### config.mk
export PLATFORM = sky130hd
export DESIGN_NAME = alu_issue_ctrl
export DESIGN_NICKNAME = d
export VERILOG_FILES = /design/src/rtl/alu_pkg.sv /design/src/rtl/alu_req_fifo.sv /design/src/rtl/alu_issue_ctrl.sv
export SDC_FILE = /design/constraint.sdc
export NUM_CORES = 1
export LEC_CHECK = 0
export CORE_ASPECT_RATIO = 1.75
export CORE_UTILIZATION = 40
export DETAILED_ROUTE_END_ITERATION = 10
export SYNTH_ARGS = -nofsm -noshare
export SYNTH_HDL_FRONTEND = slang
export SYNTH_SLANG_ARGS = --single-unit
### constraint.sdc
create_clock -name clk -period 2.45 [get_ports clk]
set_input_delay 0.3675 -clock clk [delete_from_list [all_inputs] [get_ports clk]]
set_output_delay 0.3675 -clock clk [all_outputs]
set_load 0.02 [all_outputs]
### src/rtl/alu_pkg.sv
// Shared types for the ALU operand issue stage: operand widths, the queued
// request record and the issue FSM state encoding.
package alu_pkg;

    localparam int N     = 8;
    localparam int M     = 16;
    localparam int SEL_W = 3;

    typedef struct packed {
        logic [N-1:0]     a;
        logic [N-1:0]     b;
        logic [SEL_W-1:0] sel;
    } alu_req_t;

    typedef enum logic [1:0] {
        IDLE  = 2'd0,
        ISSUE = 2'd1,
        WAIT  = 2'd2
    } issue_state_t;

endpackage

### src/rtl/alu_req_fifo.sv
// Request FIFO of alu_req_t entries. Pointers carry one extra wrap bit so a
// full queue and an empty queue can be told apart without a separate counter.
module alu_req_fifo
    import alu_pkg::*;
#(
    parameter int DEPTH = 4
) (
    input  logic     clk,
    input  logic     rst_n,
    input  logic     push,
    input  alu_req_t wr_data,
    input  logic     pop,
    output alu_req_t rd_data,
    output logic     full,
    output logic     empty
);

    localparam int AW = $clog2(DEPTH);

    alu_req_t        mem [DEPTH];
    logic [AW:0]     wr_ptr;
    logic [AW:0]     rd_ptr;
    logic            do_push;
    logic            do_pop;

    assign empty   = (wr_ptr == rd_ptr);
    assign full    = (wr_ptr[AW] != rd_ptr[AW]) && (wr_ptr[AW-1:0] == rd_ptr[AW-1:0]);
    assign do_push = push && !full;
    assign do_pop  = pop && !empty;
    assign rd_data = mem[rd_ptr[AW-1:0]];

    always_ff @(posedge clk or negedge rst_n) begin
        if (!rst_n) begin
            wr_ptr <= '0;
            rd_ptr <= '0;
        end else begin
            if (do_push) wr_ptr <= wr_ptr + (AW+1)'(1);
            if (do_pop)  rd_ptr <= rd_ptr + (AW+1)'(1);
        end
    end

    // Storage needs no reset; an entry is only read after it has been written.
    always_ff @(posedge clk) begin
        if (do_push) mem[wr_ptr[AW-1:0]] <= wr_data;
    end

endmodule

### src/rtl/alu_issue_ctrl.sv
// Operand issue stage in front of the combinational ALU: queues requests,
// issues one at a time and holds the result for downstream.
// Optional completed-result counter on op_cnt: define ALU_ISSUE_CNT_EN.
module alu_issue_ctrl
    import alu_pkg::*;
#(
    parameter int DEPTH = 4
) (
    input  logic             clk,
    input  logic             rst_n,
    input  logic             in_valid,
    output logic             in_ready,
    input  logic [N-1:0]     in_a,
    input  logic [N-1:0]     in_b,
    input  logic [SEL_W-1:0] in_sel,
    output logic [N-1:0]     alu_a,
    output logic [N-1:0]     alu_b,
    output logic [SEL_W-1:0] alu_sel,
    input  logic [M-1:0]     alu_out,
    output logic             res_valid,
    input  logic             res_ready,
    output logic [M-1:0]     res_data,
    output logic [SEL_W-1:0] res_sel,
    output logic [15:0]      op_cnt
);

    issue_state_t state, state_nxt;
    alu_req_t     wr_req;
    alu_req_t     head;
    logic         fifo_full;
    logic         fifo_empty;
    logic         pop;

    assign wr_req   = {in_a, in_b, in_sel};
    assign in_ready = !fifo_full;

    alu_req_fifo #(.DEPTH(DEPTH)) u_fifo (
        .clk     (clk),
        .rst_n   (rst_n),
        .push    (in_valid),
        .wr_data (wr_req),
        .pop     (pop),
        .rd_data (head),
        .full    (fifo_full),
        .empty   (fifo_empty)
    );

    always_ff @(posedge clk or negedge rst_n) begin
        if (!rst_n) state <= IDLE;
        else        state <= state_nxt;
    end

    // Empty is the pre-push view, so a request needs one edge in the queue
    // before it can be issued.
    always_comb begin
        state_nxt = state;
        pop       = 1'b0;
        case (state)
            IDLE: begin
                if (!fifo_empty) begin
                    pop       = 1'b1;
                    state_nxt = ISSUE;
                end
            end
            ISSUE: state_nxt = WAIT;
            WAIT: begin
                if (res_ready) begin
                    if (!fifo_empty) begin
                        pop       = 1'b1;
                        state_nxt = ISSUE;
                    end else begin
                        state_nxt = IDLE;
                    end
                end
            end
            default: state_nxt = IDLE;
        endcase
    end

    always_ff @(posedge clk or negedge rst_n) begin
        if (!rst_n) begin
            alu_a   <= '0;
            alu_b   <= '0;
            alu_sel <= '0;
        end else if (pop) begin
            alu_a   <= head.a;
            alu_b   <= head.b;
            alu_sel <= head.sel;
        end
    end

    // res_data/res_sel keep their last value after the handshake.
    always_ff @(posedge clk or negedge rst_n) begin
        if (!rst_n) begin
            res_valid <= 1'b0;
            res_data  <= '0;
            res_sel   <= '0;
        end else if (state == ISSUE) begin
            res_valid <= 1'b1;
            res_data  <= alu_out;
            res_sel   <= alu_sel;
        end else if (state == WAIT && res_ready) begin
            res_valid <= 1'b0;
        end
    end

`ifdef ALU_ISSUE_CNT_EN
    always_ff @(posedge clk or negedge rst_n) begin
        if (!rst_n)                      op_cnt <= '0;
        else if (res_valid && res_ready) op_cnt <= op_cnt + 16'd1;
    end
`else
    assign op_cnt = '0;
`endif

endmodule
==> flow_summary_export.csv, run 1 <==
group,metric,value,unit
status,status,"finished, violations left",
status,violations,"design-rule violations",
timing,max_freq,426,MHz
worst_setup_path,cp-end-kind,"output pin",
timing,hold_viol,0,
logic_synthesis,netlist_instances,237,
timing,setup_slack,0.101,ns
timing,hold_slack,0.0462,ns
drt,wl_per_cell,17.3,um
drt,viasPerCell,4.91,
cells_and_area,area_delta_synth_final,33.1,%
cells_and_area,antenna_cells,0,
logic_synthesis,synthesis.area,0.00475,sq mm
global_route,grt_pass1_wl,13.3,mm
timing,setup_tns,0,ns
cells_and_area,final_cell_area,0.00632,sq mm
clock_tree,clkLatencyLatePin,0.41,ns
timing,finalSetupViolations,0,
drt,vias,2388,
placement,io_buffers,78,
worst_setup_path,cp-start-kind,"flop",
worst_setup_path,critical_path_class,"flop to output pin",
cells_and_area,fin_cells,486,
timing,slew_headroom,59.3,%
die,die_area,0.0123,sq mm
power_and_ir_drop,p_leak,2.38,nW
worst_hold_path,worstHoldPathType,"input port to async pin",
job,cap_violations,0,
clock_tree,clk_pin_slew,0.06,ns
global_route,overflow,0,
placement,dpl.cell_count,454,
logic_synthesis,yosysTopAreaCellShare,48.1,%
global_route,grt_max_degree,48,
die,ioPinCount,95,
drt,drc_errors,12,
clock_tree,cts_max_path_buffers,2,
die,die_h,146,um
die,coreArea,0.0116,sq mm
global_route,grt_pass1_vias,2504,
clock_tree,cts_root_buffer,"clkbuf_16",
timing,rsz0062_at_grt,"no",
placement,routabilityCongestion,0.700,
logic_synthesis,ys_types,21,
die,initial_core_util,41.0,%
die,die_x,84.4,um
cells_and_area,fillers,925,
placement,placed_area,0.00569,sq mm
logic_synthesis,avgSynthCellArea,20.0,sq um
clock_tree,cts.sinks,123,
worst_setup_path,critPathRequiredTime,2.08,ns
global_route,antenna_found_initial,0,
timing,finalCritPeriodShare,95.9,%
die,rows,52,
global_route,gr-usage-all-layers,15.0,%
placement,dpl.hpwl,5.28,mm
logic_synthesis,ys_ff_latch,123,
timing,period_needed,2.35,ns
drt,postRouteAntennaNets,0,
clock_tree,numCtsBuffers,17,
drt,totalWireLength,8.41,mm
worst_setup_path,crit_arrival,1.98,ns
logic_synthesis,yosysTopAreaCell,"edfxtp_1",
clock_tree,cts_tree,"yes",
placement,place_ws,0.487,ns
logic_synthesis,ys_warn_count,0,
clock_tree,ctsHoldBuffers,0,
cells_and_area,drive_above_1_share,30.5,%
timing,slew_violations,0,
clock_tree,htree_levels,4,
timing,worstMarginPinSlew,0.610,ns
timing,skew,0.00494,ns
power_and_ir_drop,power-per-cell-area,1450,mW/mm^2
drt,drtIter0Drc,79,
logic_synthesis,yosysSeqAreaShare,72.9,%
logic_synthesis,ys_top_cells_by_area,"edfxtp_1, dfrtp_1, mux2_2, mux4_2, buf_4",
power_and_ir_drop,ir_drop,0.618,mV
worst_setup_path,critPathMaxFanout,6,
cells_and_area,fin_nets,382,
drt,firstDrtPassIters,10,
timing repair:
action | 4_1_cts | 5_1_grt
resized for setup | 0 | 1
setup buffers | 0 | 0
endpoints found under the setup margin | 0 | 1
cell usage after synthesis (all sizes together):
| cell | number |
|---|---|
| edfxtp | 76 |
| dfrtp | 47 |
| mux2 | 40 |
| buf | 22 |
| mux4 | 19 |
| ha | 5 |
| xnor2 | 5 |
| and3 | 4 |
| inv | 4 |
| nand2 | 3 |
| a21oi | 2 |
| clkbuf | 2 |
| xor2 | 2 |
| a21o | 1 |
| a311oi | 1 |
| conb | 1 |
| nand3b | 1 |
| nor2 | 1 |
| nor2b | 1 |
state kept, by name, summed over array words and instances, names as in the netlist:
signal / count
alu_b: 8
res_valid: 1
alu_a: 8
u_fifo.mem: 76
u_fifo.wr_ptr: 3
alu_sel: 3
state: 2
res_sel: 3
res_data: 16
u_fifo.rd_ptr: 3
power by group:
part / internal, W / leakage, nW / switching [W] / total (W)
logic: 0.00178 / 0.839 / 0.00155 / 0.00333
registers: 0.00296 / 1.25 / 0.000317 / 0.00327
clock network: 0.00167 / 0.298 / 0.000907 / 0.00257
total: 0.00640 / 2.38 / 0.00278 / 0.00917
path summary, 6_finish.rpt:
path | endpoint | slack [ns] | from | depth (start not counted)
worst min register to register | res_data[12] | 0.50 | res_data[12] | 1
max in group asynchronous | alu_b[7] | 1.98 | rst_n | 2
worst min-delay path | res_data[6] | 0.05 | rst_n | 2
worst max-delay path | in_ready | 0.10 | u_fifo.wr_ptr[1] | 3
worst max register to register | u_fifo.wr_ptr[2] | 0.69 | u_fifo.wr_ptr[1] | 5
min in group clk | res_data[12] | 0.50 | res_data[12] | 1
stage by stage:
stage | utilization [%] | total power (W)
2_1_floorplan | - | 0.00540
3_3_place_gp | 49.1 | 0.00662
3_5_place_dp | 49.1 | 0.00670
4_1_cts | 54.5 | 0.00928
5_1_grt | 54.5 | 0.00962
6_report | 54.5 | 0.00917
cells in the final DEF (no fill, tap or decap), types with 4 or more instances in the layout:
| cell | instances |
|---|---|
| clkbuf_16 | 17 |
| dfrtp_1 | 47 |
| mux4_2 | 19 |
| edfxtp_1 | 76 |
| mux2_2 | 40 |
| clkdlybuf4s50_1 | 77 |
| xnor2_1 | 4 |
| ha_1 | 5 |
| conb_1 | 16 |
| inv_1 | 4 |
| buf_4 | 12 |
| and3_1 | 4 |
critical path, cell delays in order (launching register included):
cell and delay, ns:
dfrtp_1 0.43, xnor2_1 0.30, nand3b_1 0.25, clkdlybuf4s50_1 0.60
cell families (layout without fill, tap and decap cells):
group	Yosys count	in the layout	share of synthesized area [%]
fa+ha+maj	5	5	1.32
compound gates	4	4	0.923
simple gates	10	10	1.13
other cells	1	16	0.0790
mux	59	59	18.5
flops	123	123	72.9
xor+xnor	7	7	1.29
buf+inv	28	127	3.90
metal layers:
layer	part of all wire, %	up-vias	routed length, um	global-route usage (%)
met4	1.8	0	155	6.61
met5	0	-	0	0
met3	4.9	12	416	4.69
met1	37	1225	3150	16.0
li1	-	1077	-	-
met2	56	74	4690	26.9
final cells by class:
class | count | area, sq um | share of cell area, %
clock buffers | 20 | 457 | 7.23
repair buffers | 91 | 886 | 14.0
flip-flops and latches | 123 | 3460 | 54.7
multi-input cells | 101 | 1170 | 18.5
well taps | 135 | 169 | 2.67
inverters | 4 | 15.0 | 0.238
clock inverters | 12 | 163 | 2.57
(Power assumes the default switching activity.)
==> inputs of run 2 (changes only) <==
- ABC_AREA: default -> 1
- GPL_ROUTABILITY_DRIVEN: default -> 0
==> flow_summary_export.csv, run 2 <==
group,metric,value,unit
timing,period_needed,2.29,ns
power_and_ir_drop,power_frac_comb,37.6,%
timing,setup_slack,0.155,ns
timing,max_freq,436,MHz
logic_synthesis,yosysMostFrequentCell,"nand2_1",
die,die_area,0.0137,sq mm
clock_tree,clkLatencyLatePin,0.41,ns
timing,setup_tns,0,ns
drt,viasPerCell,4.49,
drt,maxUsedRoutingLayer,"met4",
worst_setup_path,critical_path_class,"flop to output pin",
clock_tree,cts_tree,"yes",
logic_synthesis,synth-simple-area-share,22.2,%
placement,place_ws,0.554,ns
clock_tree,numCtsBuffers,17,
drt,wl_met1,4.32,mm
timing,hold_viol,0,
worst_setup_path,crit_arrival,1.93,ns
global_route,antenna_found_initial,0,
logic_synthesis,synth_fa_ha_area_share,1.18,%
drt,vias,3693,
worst_setup_path,critPathRequiredTime,2.08,ns
power_and_ir_drop,seq_power_share,34.5,%
power_and_ir_drop,p_sw,0.00329,W
drt,drc_errors,0,
placement,io_buffers,78,
drt,totalWireLength,10.9,mm
global_route,gr-usage-all-layers,17.0,%
die,ioPinCount,95,
worst_setup_path,cp-start-kind,"flop",
logic_synthesis,ys_warn_count,0,
timing,slew_violations,0,
global_route,overflow,0,
logic_synthesis,yosys-top-cells-count,"nand2_1, inv_1, edfxtp_1, nand3_1, dfrtp_1",
logic_synthesis,ys_types,18,
cells_and_area,drive_above_1_share,6.45,%
logic_synthesis,ys_top_cells_by_area,"edfxtp_1, dfrtp_1, nand2_1, inv_1, nand3_1",
drt,drtIter0Drc,113,
worst_hold_path,worstHoldPathType,"input port to async pin",
worst_setup_path,cp-end-kind,"output pin",
logic_synthesis,yosysTopAreaCellShare,43.1,%
clock_tree,clk_pin_slew,0.05,ns
logic_synthesis,ys_ff_latch,123,
global_route,grt_pass1_wl,17.3,mm
logic_synthesis,async_flop_share,38.2,%
placement,dpl.hpwl,7.41,mm
logic_synthesis,avgSynthCellArea,9.60,sq um
worst_setup_path,critPathMaxFanout,9,
logic_synthesis,synth-xor-area-share,0.331,%
cells_and_area,finish.utilization,52.9,%
cells_and_area,area_delta_synth_final,29.3,%
cells_and_area,fin_nets,684,
drt,met2WireLength,5.93,mm
logic_synthesis,yosysTopAreaCell,"edfxtp_1",
timing,rsz0062_at_grt,"no",
logic_synthesis,synth_top_family_by_area,"simple AND/OR/NAND/NOR gates",
logic_synthesis,yosysSeqAreaShare,65.4,%
cells_and_area,final_common_cell,"nand2_1",
clock_tree,cts_root_buffer,"clkbuf_16",
power_and_ir_drop,switching_share,35.4,%
global_route,grt_pass1_vias,3680,
logic_synthesis,synth_compound_gate_area_share,0.189,%
power_and_ir_drop,p_clk_share,27.9,%
clock_tree,cts.sinks,123,
logic_synthesis,synth_edf_count,76,
clock_tree,cts_resized,0,
power_and_ir_drop,p_leak,3.27,nW
die,initial_core_util,40.9,%
timing,skew,0.0114,ns
logic_synthesis,muxShareOfSynthArea,0,%
drt,wl_met3,447,um
timing,slew_headroom,61.5,%
power_and_ir_drop,power-per-cell-area,1360,mW/mm^2
status,status,"finished clean",
cells_and_area,largest_register_ffs,76,
timing,finalCritPeriodShare,93.7,%
timing,finalSetupViolations,0,
clock_tree,cts_max_path_buffers,2,
worst_setup_path,r2r_slack,0.60,ns
job,cap_violations,0,
die,rows,55,
die,coreArea,0.0129,sq mm
cells_and_area,antenna_cells,0,
clock_tree,htree_levels,4,
logic_synthesis,synthesis.area,0.00529,sq mm
die,die_h,154,um
drt,firstDrtPassIters,4,
logic_synthesis,ys.flop_type,"edfxtp_1",
logic_synthesis,netlist_instances,551,
power_and_ir_drop,intPower,0.00599,W
power_and_ir_drop,ir_drop,0.619,mV
global_route,grt_max_degree,40,
drt,postRouteAntennaNets,0,
timing,worstMarginPinSlew,0.577,ns
cells_and_area,fillers,1174,
cells_and_area,final_cell_mix,"nand2_1, inv_1, clkdlybuf4s50_1",
die,die_x,88.9,um
drt,wl_per_cell,13.3,um
[run 2: cell count changes after synthesis, moves of 2 or more]
cell / before / now
nand2_1: 3 / 216
inv_1: 4 / 90
nand3_1: 0 / 66
mux2_2: 40 / 0
mux4_2: 19 / 0
buf_2: 4 / 11
clkbuf_1: 2 / 8
xnor2_1: 5 / 0
and3_1: 4 / 0
nor2_1: 1 / 5
buf_1: 0 / 2
buf_6: 2 / 0
[run 2: through the flow]
stage               instance area (sq um)  hold WS, ns  instances  power (W)
floorplan                            5350       0.0719        566    0.00542
global placement                     6220        0.263        791    0.00668
detailed placement                   6220        0.264        791    0.00678
CTS                                  6840        0.364        822    0.00941
global route                         6840        0.413        822    0.00992
finish                               6840        0.373        822    0.00928
[run 2: what timing repair did]
| item | CTS | global route |
|---|---|---|
| setup buffers | 0 | 0 |
| hold buffers | 1 | 0 |
| endpoints found under the hold margin | 10 | 0 |
[run 2: worst paths after layout]
kind / startpoint / to / cells past startpoint
setup / recovery: u_fifo.rd_ptr[0] / in_ready / 5
hold / removal: rst_n / u_fifo.wr_ptr[1] / 2
setup reg to reg: u_fifo.rd_ptr[0] / u_fifo.mem[1][0] / 7
hold reg to reg: res_sel[2] / res_sel[2] / 2
max in group asynchronous: rst_n / res_data[4] / 3
min in group clk: res_sel[2] / res_sel[2] / 2
[run 2: kinds of logic after synthesis]
| kind of cell | Yosys count |
|---|---|
| other | 1 |
| DFF | 123 |
| xor gates and xnor gates | 2 |
| adders and majority gates | 5 |
| buffers and inverters | 129 |
| and+or+nand+nor | 289 |
| AOI/OAI and AO/OA | 2 |
[run 2: final cells by class]
type	instances	area, sq um	share of cell area (%)
clock inverters	10	174	2.54
inverters	91	342	4.99
multi-input cells	314	1330	19.4
flip-flops and latches	123	3460	50.5
well taps	171	214	3.13
clock buffers	20	437	6.38
repair buffers	93	891	13.0
[run 2: routing by layer]
metal | vias to the layer above | track usage, %
met3 | 19 | 4.13
met2 | 102 | 31.2
met4 | 0 | 8.62
li1 | 1854 | -
met1 | 1718 | 17.3
met5 | - | 0
[run 2: power by group through the flow]
stage          clock network [W]  logic [W]  registers [W]
3_3_place_gp                   0    0.00347        0.00321
3_5_place_dp                   0    0.00354        0.00324
6_report                 0.00259    0.00349        0.00320
4_1_cts                  0.00264    0.00357        0.00321
2_1_floorplan                  0    0.00184        0.00358
5_1_grt                  0.00274    0.00391        0.00327
[run 2: critical path: stages (launching register included)]
cell and delay, ns:
dfrtp_1 0.50, inv_2 0.06, nand2_1 0.07, nand2_1 0.08
nand3_1 0.16, clkdlybuf4s50_1 0.64
==> inputs of run 3 (changes only) <==
- PLACE_DENSITY: default -> 0.73
==> flow_summary_export.csv, run 3 (synthesized netlist as in run 2, its figures left out) <==
group,metric,value,unit
clock_tree,numCtsBuffers,17,
clock_tree,ctsHoldBuffers,0,
timing,rsz0062_at_grt,"no",
timing,skew,0.00953,ns
drt,wl_per_cell,13.2,um
drt,drtIter0Drc,172,
clock_tree,cts_resized,0,
timing,finalCritPeriodShare,93.0,%
die,ioPinCount,95,
drt,viasPerCell,4.58,
worst_setup_path,cp_cell_sequence,"inv_1 > nand2_1 > nand2_1 > nand3_1 > clkdlybuf4s50_1",
worst_setup_path,critPathMaxFanout,5,
die,coreArea,0.0129,sq mm
placement,dpl.cell_count,789,
global_route,overflow,0,
clock_tree,cts_setup_buffers,0,
drt,totalWireLength,10.8,mm
power_and_ir_drop,ir_drop,0.638,mV
cells_and_area,area_delta_synth_final,29.2,%
worst_setup_path,r2r_slack,0.59,ns
global_route,grt_pass1_wl,17.9,mm
timing,slew_violations,0,
clock_tree,cts.sinks,123,
cells_and_area,largest_register_ffs,76,
clock_tree,htree_levels,4,
worst_setup_path,reg2reg_from,"u_fifo.wr_ptr[1]",
global_route,gr-usage-all-layers,17.5,%
worst_hold_path,worstHoldPathType,"input port to async pin",
drt,drc_errors,0,
power_and_ir_drop,p_leak,3.27,nW
drt,vias,3760,
die,die_x,88.9,um
die,die_h,154,um
cells_and_area,fin_nets,681,
power_and_ir_drop,power-per-cell-area,1360,mW/mm^2
cells_and_area,fin_cells,821,
cells_and_area,fillers,1138,
die,initial_core_util,40.9,%
timing,setup_tns,0,ns
clock_tree,cts_tree,"yes",
clock_tree,clk_pin_slew,0.05,ns
placement,placed_area,0.00621,sq mm
placement,dpl.hpwl,7.04,mm
worst_setup_path,critPathRequiredTime,2.08,ns
clock_tree,cts_root_buffer,"clkbuf_16",
global_route,grt_use_met1,17.0,%
timing,max_freq,439,MHz
timing,worstMarginPinSlew,0.605,ns
global_route,antenna_found_initial,0,
drt,postRouteAntennaNets,0,
cells_and_area,drive_above_1_share,7.23,%
worst_setup_path,critical_path.most_common_cell,"nand2_1",
worst_setup_path,crit_arrival,1.91,ns
job,cap_violations,0,
cells_and_area,final_cell_mix,"nand2_1, inv_1, clkdlybuf4s50_1",
die,rows,55,
timing,period_needed,2.28,ns
clock_tree,cts_max_path_buffers,2,
worst_setup_path,cp-end-kind,"output pin",
cells_and_area,final_common_cell,"nand2_1",
timing,slew_headroom,59.6,%
worst_setup_path,r2r_end,"u_fifo.mem[3][10]",
status,status,"finished clean",
cells_and_area,final_cell_area,0.00683,sq mm
worst_setup_path,critical_path_class,"flop to output pin",
die,die_area,0.0137,sq mm
clock_tree,clkLatencyLatePin,0.41,ns
timing,finalSetupViolations,0,
worst_setup_path,crit_path_top_delay_cell,"clkdlybuf4s50_1",
placement,io_buffers,78,
global_route,use_met3,5.15,%
global_route,grt_max_degree,48,
worst_setup_path,r2r_cells,7,
global_route,top_usage_layer,"met2",
cells_and_area,antenna_cells,0,
global_route,grt_pass1_vias,3835,
timing,hold_viol,0,
drt,firstDrtPassIters,5,
worst_setup_path,cp-start-kind,"flop",
global_route,grtUsageMet2,32.4,%
worst_setup_path,critPathMaxStageDelay,0.64,ns
-- run 3: cell count changes in the layout (fill, tap and decap cells not counted), sizes merged --
cell         delta
bufinv          -1
inv             +1
clkbuf          -1
dlygate4sd3     -1
clkinv          +2
buf             -2
clkinvlp        +1
-- run 3: metal layers --
layer / part of all wire [%] / up-vias
li1: - / 1848
met1: 36 / 1757
met2: 55 / 127
met3: 5.7 / 28
met4: 2.9 / 0
met5: 0 / -
-- run 3: area by class of cell --
type	instances	area [sq um]	share of cell area [%]
clock inverters	13	171	2.51
repair buffers	90	866	12.7
well taps	171	214	3.13
flip-flops and latches	123	3460	50.6
clock buffers	19	453	6.63
multi-input cells	314	1330	19.5
inverters	91	342	5.00
-- run 3: stage by stage --
stage          total power, W  setup WS [ns]  hold slack (ns)  util (%)
4_1_cts               0.00939          0.179           0.0764      52.8
2_1_floorplan         0.00542          0.125           0.0719         -
6_report              0.00930          0.171           0.0482      52.8
3_5_place_dp          0.00675          0.584            0.459      48.0
3_3_place_gp          0.00662          0.633            0.452      48.0
5_1_grt               0.00991         0.0433            0.108      52.8
-- run 3: worst max-delay path, delay by kind of cell (launching register included) --
family | cells | cell delay (ns)
buffers and inverters | 2 | 0.75
flip-flops | 1 | 0.42
AND/OR/NAND/NOR | 3 | 0.34
-- run 3: power breakdown --
group	switching [W]	total, W	leakage, nW	internal [W]
Clock	0.000857	0.00260	0.304	0.00174
Combinational	0.00218	0.00349	1.69	0.00131
Sequential	0.000311	0.00321	1.27	0.00290
Total	0.00335	0.00930	3.27	0.00595
-- run 3: how the worst max path moves through the flow --
stage | slack (ns) | end | startpoint | depth (start not counted)
2_1_floorplan | 0.13 | u_fifo.mem[0][0] | u_fifo.wr_ptr[0] | 6
3_3_place_gp | 0.63 | u_fifo.mem[2][5] | in_valid | 4
3_5_place_dp | 0.58 | u_fifo.mem[3][2] | in_valid | 4
4_1_cts | 0.18 | in_ready | u_fifo.wr_ptr[1] | 5
5_1_grt | 0.04 | in_ready | u_fifo.wr_ptr[0] | 5
6_report | 0.17 | in_ready | u_fifo.wr_ptr[1] | 5
